### config.mk
export PLATFORM = sky130hd
export DESIGN_NAME = x_delay_line_meas
export DESIGN_NICKNAME = d
export VERILOG_FILES = /design/src/rtl/x_delay_line_pkg.sv /design/src/rtl/x_delay_line_enc.sv /design/src/rtl/x_delay_line_meas.sv
export SDC_FILE = /design/constraint.sdc
export NUM_CORES = 1
export LEC_CHECK = 0
export ABC_AREA = 1
export BUFFER_PORTS_ARGS = -buffer_cell sky130_fd_sc_hd__buf_2
export CORE_MARGIN = 2
export CORE_UTILIZATION = 58
export CTS_BUF_LIST = sky130_fd_sc_hd__clkbuf_8 sky130_fd_sc_hd__clkbuf_16
export CTS_CLUSTER_DIAMETER = 60
export CTS_CLUSTER_SIZE = 25
export DETAILED_ROUTE_END_ITERATION = 7
export GPL_TIMING_DRIVEN = 1
export PLACE_DENSITY = 0.81
export SYNTH_ARGS = -nofsm -noshare
export SYNTH_HDL_FRONTEND = slang
export SYNTH_SLANG_ARGS = --single-unit
### constraint.sdc
create_clock -name i_clk -period 8.1 [get_ports i_clk]
set_clock_uncertainty 0.05 [all_clocks]
set_input_delay 2.025 -clock i_clk [delete_from_list [all_inputs] [get_ports i_clk]]
set_output_delay 2.025 -clock i_clk [all_outputs]
set_load 0.02 [all_outputs]
### src/rtl/x_delay_line_pkg.sv
// Shared types and default sizing for the delay-line measurement block.
package x_delay_line_pkg;

  localparam int DL_WIDTH   = 32;
  localparam int DL_LOG2_N  = 4;
  localparam int DL_DISCARD = 4;

  typedef enum logic [1:0] {
    IDLE   = 2'd0,
    SETTLE = 2'd1,
    ACCUM  = 2'd2,
    DONE   = 2'd3
  } meas_state_t;

  // Ceiling log2, usable in parameter expressions.
  function automatic int clog2(input int value);
    int r;
    r = 0;
    for (int v = value - 1; v > 0; v = v >> 1) begin
      r++;
    end
    return r;
  endfunction

endpackage

### src/rtl/x_delay_line_enc.sv
// Polarity-normalising thermometer encoder for the delay-line snapshot.
// Build option X_DL_BUBBLE_FIX_EN: popcount decode with one extra output register.
module x_delay_line_enc #(
  parameter int WIDTH = 32,
  parameter int CW    = 5
) (
  input  logic             i_clk,
  input  logic             i_rst_n,
  input  logic [WIDTH-1:0] i_data,
  output logic [CW-1:0]    o_code
);

  logic [WIDTH-1:0] data_p0;
  logic [WIDTH-1:0] norm;
  logic [CW-1:0]    code_p1;

  // The MSB tap is the reference level; flipping against it makes the edge a rising one.
  function automatic logic [WIDTH-1:0] normalise(input logic [WIDTH-1:0] d);
    return d ^ {WIDTH{d[WIDTH-1]}};
  endfunction

  function automatic logic [CW-1:0] first_zero(input logic [WIDTH-1:0] n);
    logic [CW-1:0] c;
    logic          run;
    c   = '0;
    run = 1'b1;
    for (int i = 0; i < WIDTH; i++) begin
      run = run & n[i];
      c   = c + {{(CW-1){1'b0}}, run};
    end
    return c;
  endfunction

  function automatic logic [CW-1:0] popcount(input logic [WIDTH-1:0] n);
    logic [CW-1:0] c;
    c = '0;
    for (int i = 0; i < WIDTH; i++) begin
      c = c + {{(CW-1){1'b0}}, n[i]};
    end
    return c;
  endfunction

  function automatic logic [CW-1:0] encode(input logic [WIDTH-1:0] n);
`ifdef X_DL_BUBBLE_FIX_EN
    return popcount(n);
`else
    return first_zero(n);
`endif
  endfunction

  // Stage p0: capture snapshot
  always_ff @(posedge i_clk or negedge i_rst_n) begin
    if (!i_rst_n) begin
      data_p0 <= '0;
    end else begin
      data_p0 <= i_data;
    end
  end

  assign norm = normalise(data_p0);

  // Stage p1: encode
  always_ff @(posedge i_clk or negedge i_rst_n) begin
    if (!i_rst_n) begin
      code_p1 <= '0;
    end else begin
      code_p1 <= encode(norm);
    end
  end

`ifdef X_DL_BUBBLE_FIX_EN
  logic [CW-1:0] code_p2;

  // Stage p2: retime the wider popcount adder tree
  always_ff @(posedge i_clk or negedge i_rst_n) begin
    if (!i_rst_n) begin
      code_p2 <= '0;
    end else begin
      code_p2 <= code_p1;
    end
  end

  assign o_code = code_p2;
`else
  assign o_code = code_p1;
`endif

endmodule

### src/rtl/x_delay_line_meas.sv
// Delay-line edge measurement: live tap-count code plus windowed sum/avg/min/max.
// Build option X_DL_BUBBLE_FIX_EN selects the popcount encoder (code latency 3).
module x_delay_line_meas
  import x_delay_line_pkg::*;
#(
  parameter int  WIDTH   = DL_WIDTH,
  parameter int  LOG2_N  = DL_LOG2_N,
  parameter int  DISCARD = DL_DISCARD,
  localparam int CW      = clog2(WIDTH),
  localparam int SW      = CW + LOG2_N
) (
  input  logic             i_clk,
  input  logic             i_rst_n,
  input  logic [WIDTH-1:0] i_data,
  input  logic             i_start,
  output logic             o_busy,
  output logic [CW-1:0]    o_code,
  output logic             o_valid,
  input  logic             i_ready,
  output logic [SW-1:0]    o_sum,
  output logic [CW-1:0]    o_avg,
  output logic [CW-1:0]    o_min,
  output logic [CW-1:0]    o_max
);

  localparam int N       = 2 ** LOG2_N;
  localparam int CNT_MAX = (N > DISCARD) ? N : DISCARD;
  localparam int CNT_W   = clog2(CNT_MAX + 1);

  meas_state_t      state_q, state_d;
  logic [CNT_W-1:0] cnt_q, cnt_d;
  logic             acc_clr, acc_en, res_ld;

  logic [SW-1:0]    acc_sum;
  logic [CW-1:0]    acc_min, acc_max;
  logic [SW-1:0]    sum_nxt;
  logic [CW-1:0]    min_nxt, max_nxt;

  x_delay_line_enc #(
    .WIDTH (WIDTH),
    .CW    (CW)
  ) u_enc (
    .i_clk   (i_clk),
    .i_rst_n (i_rst_n),
    .i_data  (i_data),
    .o_code  (o_code)
  );

  // Running values including the current code; also what the result latches on the last sample.
  assign sum_nxt = acc_sum + {{LOG2_N{1'b0}}, o_code};
  assign min_nxt = (o_code < acc_min) ? o_code : acc_min;
  assign max_nxt = (o_code > acc_max) ? o_code : acc_max;

  always_comb begin
    state_d = state_q;
    cnt_d   = cnt_q;
    acc_clr = 1'b0;
    acc_en  = 1'b0;
    res_ld  = 1'b0;
    case (state_q)
      IDLE: begin
        if (i_start) begin
          acc_clr = 1'b1;
          if (DISCARD == 0) begin
            state_d = ACCUM;
            cnt_d   = CNT_W'(N);
          end else begin
            state_d = SETTLE;
            cnt_d   = CNT_W'(DISCARD);
          end
        end
      end
      SETTLE: begin
        if (cnt_q == CNT_W'(1)) begin
          state_d = ACCUM;
          cnt_d   = CNT_W'(N);
        end else begin
          cnt_d = cnt_q - 1'b1;
        end
      end
      ACCUM: begin
        acc_en = 1'b1;
        if (cnt_q == CNT_W'(1)) begin
          state_d = DONE;
          res_ld  = 1'b1;
        end else begin
          cnt_d = cnt_q - 1'b1;
        end
      end
      DONE: begin
        if (i_ready) begin
          state_d = IDLE;
        end
      end
      default: state_d = IDLE;
    endcase
  end

  always_ff @(posedge i_clk or negedge i_rst_n) begin
    if (!i_rst_n) begin
      state_q <= IDLE;
      cnt_q   <= '0;
    end else begin
      state_q <= state_d;
      cnt_q   <= cnt_d;
    end
  end

  // Accumulators restart on every accepted request; results persist until the next window ends.
  always_ff @(posedge i_clk or negedge i_rst_n) begin
    if (!i_rst_n) begin
      acc_sum <= '0;
      acc_min <= '1;
      acc_max <= '0;
      o_sum   <= '0;
      o_min   <= '0;
      o_max   <= '0;
    end else begin
      if (acc_clr) begin
        acc_sum <= '0;
        acc_min <= '1;
        acc_max <= '0;
      end else if (acc_en) begin
        acc_sum <= sum_nxt;
        acc_min <= min_nxt;
        acc_max <= max_nxt;
      end
      if (res_ld) begin
        o_sum <= sum_nxt;
        o_min <= min_nxt;
        o_max <= max_nxt;
      end
    end
  end

  assign o_avg   = o_sum[SW-1:LOG2_N];
  assign o_valid = (state_q == DONE);
  assign o_busy  = (state_q == SETTLE) || (state_q == ACCUM);

endmodule
==> results.sh, run 1 <==
export IMPL_grt_setup_unrepaired="false"
export IMPL_slew_viol_final=0
export IMPL_cts_hold_buf=0
export IMPL_critPathMaxFanout=21
export IMPL_regToRegStartpoint="u_enc.data_p0[31]$_DFF_PN0_"
export IMPL_io_pins=67
export IMPL_finalCriticalPeriod_ns=6.679
export IMPL_wirelength_met1_microns=3855
export IMPL_crit_family="adder cells"
export IMPL_syn_to_final_growth_pct=11.82
export IMPL_coreArea_sq_um=8093
export IMPL_yosysWarnings=0
export IMPL_antenna_found_initial=0
export IMPL_numCtsBuffers=9
export IMPL_rows=33
export IMPL_synth_distinct_cells=39
export IMPL_maxCapViolations=0
export IMPL_min_from="o_sum[3]$_DFFE_PN0P_"
export IMPL_final_nets=667
export IMPL_root_buffer="clkbuf_8"
export IMPL_drt_total_wl_microns=9082
export IMPL_dr_wl_met3_microns=430
export IMPL_grt_max_degree=83
export IMPL_drtAntennaViolNets=0
export IMPL_crit_chain="clkinv_2, nor2_1, mux2_2, nand4_2, nor2_4, nand4_4, nor2_4, nand2_2, fa_1, fa_1, fa_1, inv_1, fa_1, fa_1, inv_1, fa_1, inv_1, ha_1, inv_1, fa_1, o21ai_0, xor2_1"
export IMPL_top_layer_used="met4"
export IMPL_syn_area_sq_um=4765
export IMPL_outcome="completed"
export IMPL_first_iter_violations=167
export IMPL_synth_edf_count=0
export IMPL_hold_path_class="reg -> reg"
export IMPL_clk_latency_ns=0.35
export IMPL_grt_use_total_pct=21.85
export IMPL_required_ns=8.31
export IMPL_max_freq_mhz=149.7
export IMPL_synthTopCellsByArea="dfrtp_1 40%, fa_1 10%, inv_1 8.1%, ha_1 7.6%, nand2_1 5.9%"
export IMPL_crit_path_start_kind="register"
export IMPL_drcViolationCount=0
export IMPL_ys_ff_latch=82
export IMPL_p_per_area_nw_per_um2=240.9
export IMPL_slew_headroom_pct=34.10
export IMPL_wl_per_cell_microns=13.20
export IMPL_synth_main_ff_cell="dfrtp_1"
export IMPL_reg2reg_slack_ns=1.42
export IMPL_endpoint_kind="register"
export IMPL_hold_depth=2
export IMPL_clock_sinks=82
export IMPL_cts_buffer_depth=2
export IMPL_io_buffers=66
export IMPL_multi_input_area_sq_um=2212
export IMPL_clk_pin_slew_worst_paths_ns=0.09
export IMPL_cts_htree_levels=3
export IMPL_first_global_vias=3539
export IMPL_vias=3604
export IMPL_ir_worst_vdd_uv=123.1
export IMPL_syn_inst=515
export IMPL_setup_viol=0
export IMPL_gr_total_overflow=0
export IMPL_worstHoldEndpoint="o_sum[3]$_DFFE_PN0P_"
export IMPL_utilization_pct=65.83
export IMPL_ctsResizeCount=0
export IMPL_dp_cells=672
export IMPL_die_h_microns=94.64
export IMPL_crit_top_cell="fa_1"
export IMPL_fillers=640
export IMPL_postCtsSetupRepairBufs=0
export IMPL_avgSynthCellArea_sq_um=9.252
export IMPL_cp_slowest_cell="dfrtp_1"
export IMPL_met2_length_microns=4656
export IMPL_rr_worst_depth=22
export IMPL_cts_tree="yes"
export IMPL_layout_worst_path_cycle_share_pct=82.45
export IMPL_hpwl_microns=6895
export IMPL_arrival_ns=6.89
export IMPL_synth_nets=604
export IMPL_fp_dieArea_sq_um=8956
export IMPL_grt_pass1_wl_microns=15300
export IMPL_p_leak_nw=2.901
export IMPL_diodes=0
export IMPL_ys_seq_area_share_pct=43.20
export IMPL_fin_cells=688
export IMPL_drive_above_1_share_pct=18.87
export IMPL_fp_dieW_microns=94.64
export IMPL_asyncSetResetFlopFracSynth_pct=100.0
export IMPL_seqCellArea_sq_um=2058
export IMPL_critical_path_max_stage_delay_ns=0.78
export IMPL_r2r_end="u_enc.o_code[4]$_DFF_PN0_"
export IMPL_path_class="reg -> reg"
export IMPL_synth_top_area_cell="dfrtp_1"
export IMPL_start_util_pct=58.87
export IMPL_worst_pin_slew_ns=0.9885
export IMPL_firstDrtPassIters=4
export IMPL_hold_viol_final=0
export IMPL_tns_ns=0
export IMPL_cp_buffers_inverters=5
export IMPL_place_congestion=0.9008
export IMPL_synth_top_cell_area_share_pct=40.44
export IMPL_viasPerCell=5.238
-- metal layers --
layer / vias to the layer above / track usage [%]
li1: 1744 / -
met5: - / 0
met1: 1745 / 26.42
met3: 15 / 3.671
met4: 0 / 8.092
met2: 100 / 39.13
-- cell families after synthesis --
group | Yosys count | share of synthesized area, %
buf+inv | 121 | 10.37
compound gates | 85 | 9.664
flops | 82 | 43.20
simple gates | 153 | 14.68
mux | 7 | 1.655
xor+xnor | 14 | 2.731
fa+ha+maj | 53 | 17.70
-- cell usage after synthesis (2+ instances only) --
master    count
o211ai_1      2
inv_2         2
clkbuf_1      6
xor2_1        9
nand3b_1      3
nand3_2       3
nand3_1      21
nand4_1       3
buf_4         5
mux2_2        7
inv_1       103
dfrtp_1      77
nor2_4        2
dfstp_2       5
o21ai_0      49
fa_1         24
ha_1         29
nor2_1       40
nand2_1      75
o22ai_1      13
xnor2_1       4
a21oi_1      16
-- sequential cells by signal, summed over array words and instances, names as in the netlist --
name / flops
acc_max: 5
acc_sum: 9
state_q: 2
o_min: 5
cnt_q: 5
acc_min: 5
u_enc.o_code: 5
u_enc.data_p0: 32
o_sum: 9
o_max: 5
-- worst max-delay path by stage --
stage | end | depth (start not counted) | start
floorplan | u_enc.o_code[4]$_DFF_PN0_ | 26 | u_enc.data_p0[31]$_DFF_PN0_
CTS | u_enc.o_code[4]$_DFF_PN0_ | 22 | u_enc.data_p0[31]$_DFF_PN0_
global route | u_enc.o_code[4]$_DFF_PN0_ | 22 | u_enc.data_p0[31]$_DFF_PN0_
global placement | u_enc.o_code[4]$_DFF_PN0_ | 22 | u_enc.data_p0[31]$_DFF_PN0_
detailed placement | u_enc.o_code[4]$_DFF_PN0_ | 22 | u_enc.data_p0[31]$_DFF_PN0_
finish | u_enc.o_code[4]$_DFF_PN0_ | 22 | u_enc.data_p0[31]$_DFF_PN0_
-- tightest hold or removal path, cell delays in order (launching register included) --
cell and delay (ns):
dfrtp_1 0.35, nand2_1 0.05, o21ai_0 0.05
-- through the flow --
step / setup slack [ns] / area [sq um] / power [mW] / hold slack, ns
3_5_place_dp: 1.480 / 5137 / 1.006 / 0.4177
6_report: 1.421 / 5328 / 1.284 / 0.4334
2_1_floorplan: 2.353 / 4765 / 0.8742 / 0.4343
3_3_place_gp: 1.780 / 5137 / 0.9765 / 0.4109
5_1_grt: 0.9778 / 5328 / 1.380 / 0.4578
4_1_cts: 1.451 / 5328 / 1.286 / 0.4397
-- report_power, final --
| part | internal, mW | total, mW | switching, mW |
|---|---|---|---|
| Clock | 0.136 | 0.280 | 0.144 |
| Sequential | 0.490 | 0.535 | 0.0453 |
| Combinational | 0.160 | 0.469 | 0.310 |
| Total | 0.785 | 1.28 | 0.499 |
-- cells in the final DEF, fill, tap and decap left out, types with 2 or more instances in the layout --
cell        synthesis  final
clkbuf_8            0     12
inv_1             103    103
xor2_1              9      9
nor2_4              2      2
clkinvlp_4          0      2
a21oi_1            16     16
o21ai_0            49     49
nand3b_1            3      3
xnor2_1             4      4
o211ai_1            2      2
nand3_2             3      3
mux2_2              7      7
nand4_1             3      3
nand3_1            21     21
clkinv_2            1      3
nor2_1             40     40
dfrtp_1            77     77
fa_1               24     24
inv_2               2      2
nand2_1            75     75
dfstp_2             5      5
o22ai_1            13     13
ha_1               29     29
buf_2               1     65
-- final cells by class --
type	count	area share [%]
multi-input cells	312	41.52
flip-flops and latches	82	38.63
inverters	107	7.562
repair buffers	66	6.247
clock buffers	12	3.100
well taps	105	2.466
clock inverters	4	0.4697
Note: power is estimated with default switching activity, not from simulation.
==> run 2: changes to the inputs <==
==> constraint.sdc (replaced) <==
create_clock -name i_clk -period 6.8 [get_ports i_clk]
set_clock_uncertainty 0.05 [all_clocks]
set_input_delay 1.7 -clock i_clk [delete_from_list [all_inputs] [get_ports i_clk]]
set_output_delay 1.7 -clock i_clk [all_outputs]
set_load 0.02 [all_outputs]
==> run 2 against run 1 <==
Effect of this change: power is 20% higher; clock power grew 26%; first-iteration DRC count increased by 7.2%; critical endpoint unchanged; highest routed layer unchanged; worst setup slack worse by 1.0 ns; critical path depth grew 3; core utilization increased by 0.17 points; count of clock-buffer cells in the layout shrank 2; flip-flop and latch count unchanged.
==> results.sh, run 2 (synthesis results as in run 1) <==
export IMPL_clk_pin_slew_worst_paths_ns=0.09
export IMPL_required_ns=7.03
export IMPL_min_from="o_sum[3]$_DFFE_PN0P_"
export IMPL_power_mw=1.544
export IMPL_ctsResizeCount=0
export IMPL_p_per_area_nw_per_um2=289.0
export IMPL_maxCapViolations=0
export IMPL_firstDrtPassIters=4
export IMPL_hold_path_class="reg -> reg"
export IMPL_crit_top_cell="fa_1"
export IMPL_grt_max_degree=83
export IMPL_layout_worst_path_cycle_share_pct=94.50
export IMPL_clock_sinks=82
export IMPL_cts_tree="yes"
export IMPL_regMostFlops="u_enc.data_p0"
export IMPL_io_pins=67
export IMPL_die_h_microns=94.64
export IMPL_final_common_cell="inv_1"
export IMPL_met2_length_microns=4600
export IMPL_setup_viol=0
export IMPL_numCtsBuffers=9
export IMPL_fp_dieArea_sq_um=8956
export IMPL_max_freq_mhz=155.6
export IMPL_drive_above_1_share_pct=18.84
export IMPL_critical_path_max_stage_delay_ns=0.53
export IMPL_slew_headroom_pct=34.14
export IMPL_drtAntennaViolNets=0
export IMPL_cts_htree_levels=3
export IMPL_clk_latency_ns=0.36
export IMPL_dr_wl_met3_microns=393
export IMPL_r2r_end="u_enc.o_code[4]$_DFF_PN0_"
export IMPL_worstHoldEndpoint="o_sum[3]$_DFFE_PN0P_"
export IMPL_endpoint_kind="register"
export IMPL_grt_setup_unrepaired="false"
export IMPL_regToRegStartpoint="u_enc.data_p0[31]$_DFF_PN0_"
export IMPL_wirelength_met1_microns=3941
export IMPL_drt_total_wl_microns=9087
export IMPL_first_iter_violations=179
export IMPL_reg2reg_slack_ns=0.37
export IMPL_vias=3514
export IMPL_fin_cells=689
export IMPL_slew_viol_final=0
export IMPL_cts_buffer_depth=2
export IMPL_viasPerCell=5.100
export IMPL_first_global_vias=3615
export IMPL_worst_pin_slew_ns=0.9879
export IMPL_fp_dieW_microns=94.64
export IMPL_p_leak_nw=2.911
export IMPL_syn_to_final_growth_pct=12.11
export IMPL_path_class="reg -> reg"
export IMPL_grt_use_total_pct=22.38
export IMPL_place_congestion=0.8773
export IMPL_diodes=0
export IMPL_coreArea_sq_um=8093
export IMPL_dp_cells=673
export IMPL_largest_reg_flops=32
export IMPL_crit_path_start_kind="register"
export IMPL_drcViolationCount=0
export IMPL_root_buffer="clkbuf_8"
export IMPL_wl_per_cell_microns=13.19
export IMPL_finalCriticalPeriod_ns=6.426
export IMPL_grt_pass1_wl_microns=15460
export IMPL_start_util_pct=58.87
export IMPL_cp_slowest_cell="fa_1"
export IMPL_top_layer_used="met4"
export IMPL_gr_total_overflow=0
export IMPL_antenna_found_initial=0
export IMPL_io_buffers=66
export IMPL_rows=33
export IMPL_hold_depth=2
export IMPL_tns_ns=0
export IMPL_cts_hold_buf=0
export IMPL_rr_worst_depth=25
export IMPL_ir_worst_vdd_uv=136.2
export IMPL_postCtsSetupRepairBufs=0
export IMPL_arrival_ns=6.65
export IMPL_most_common_layout_cells="104 x inv_1, 77 x dfrtp_1, 75 x nand2_1"
export IMPL_outcome="completed"
export IMPL_hold_viol_final=0
export IMPL_reg_largest_list="u_enc.data_p0 x32, acc_sum x9, o_sum x9"
export IMPL_hpwl_microns=6907
export IMPL_critPathMaxFanout=10
export IMPL_final_nets=668
==> run 2: how the worst max path moves through the flow <==
stage / start / end / slack, ns / cells past startpoint
after global routing: u_enc.data_p0[31]$_DFF_PN0_ / u_enc.o_code[4]$_DFF_PN0_ / 0.02 / 26
final: u_enc.data_p0[31]$_DFF_PN0_ / u_enc.o_code[4]$_DFF_PN0_ / 0.37 / 25
after floorplan: u_enc.data_p0[31]$_DFF_PN0_ / u_enc.o_code[4]$_DFF_PN0_ / 1.05 / 26
after CTS: u_enc.data_p0[31]$_DFF_PN0_ / u_enc.o_code[4]$_DFF_PN0_ / 0.39 / 25
after detailed placement: u_enc.data_p0[31]$_DFF_PN0_ / u_enc.o_code[4]$_DFF_PN0_ / 0.40 / 25
after global placement: u_enc.data_p0[31]$_DFF_PN0_ / u_enc.o_code[4]$_DFF_PN0_ / 0.76 / 23
==> run 2: power by group <==
part           internal, mW  leakage (nW)  switching, mW
Sequential            0.583          1.03         0.0524
Combinational         0.191          1.78          0.364
Clock                 0.177        0.0995          0.176
Total                 0.951          2.91          0.593
==> run 2: metrics by stage <==
step	worst slack [ns]	hold WS (ns)	utilization, %	cell area [sq um]
detailed placement	0.3984	0.4177	63.57	5145
global placement	0.7613	0.4108	63.57	5145
finish	0.3738	0.4342	66.00	5341
global route	0.02429	0.4580	66.00	5341
floorplan	1.053	0.4343	-	4765
CTS	0.3892	0.4391	66.00	5341
==> run 2: final cells by class <==
class | count | area, sq um
Clock buffer | 10 | 137.6
Tap cell | 105 | 131.4
Timing Repair Buffer | 67 | 340.3
Sequential cell | 82 | 2058
Multi-Input combinational cell | 312 | 2212
Fill cell | 630 | 2751
Inverter | 107 | 402.9
Clock inverter | 6 | 58.81
==> run 2: layer usage <==
layer / vias to the layer above / GRT usage, %
met5: - / 0
met4: 0 / 9.783
met3: 13 / 3.352
met2: 82 / 39.60
met1: 1668 / 27.09
li1: 1751 / -
==> run 2: critical path: cells and delay by family, from the launching register on <==
| kind | cells | cell delay, ns |
|---|---|---|
| AND/OR/NAND/NOR | 8 | 1.21 |
| AO/OA/AOI/OAI | 1 | 0.26 |
| flip-flops | 1 | 0.51 |
| buffers and inverters | 6 | 0.56 |
| XOR/XNOR | 2 | 0.41 |
| adder cells (fa/ha/maj) | 8 | 3.35 |
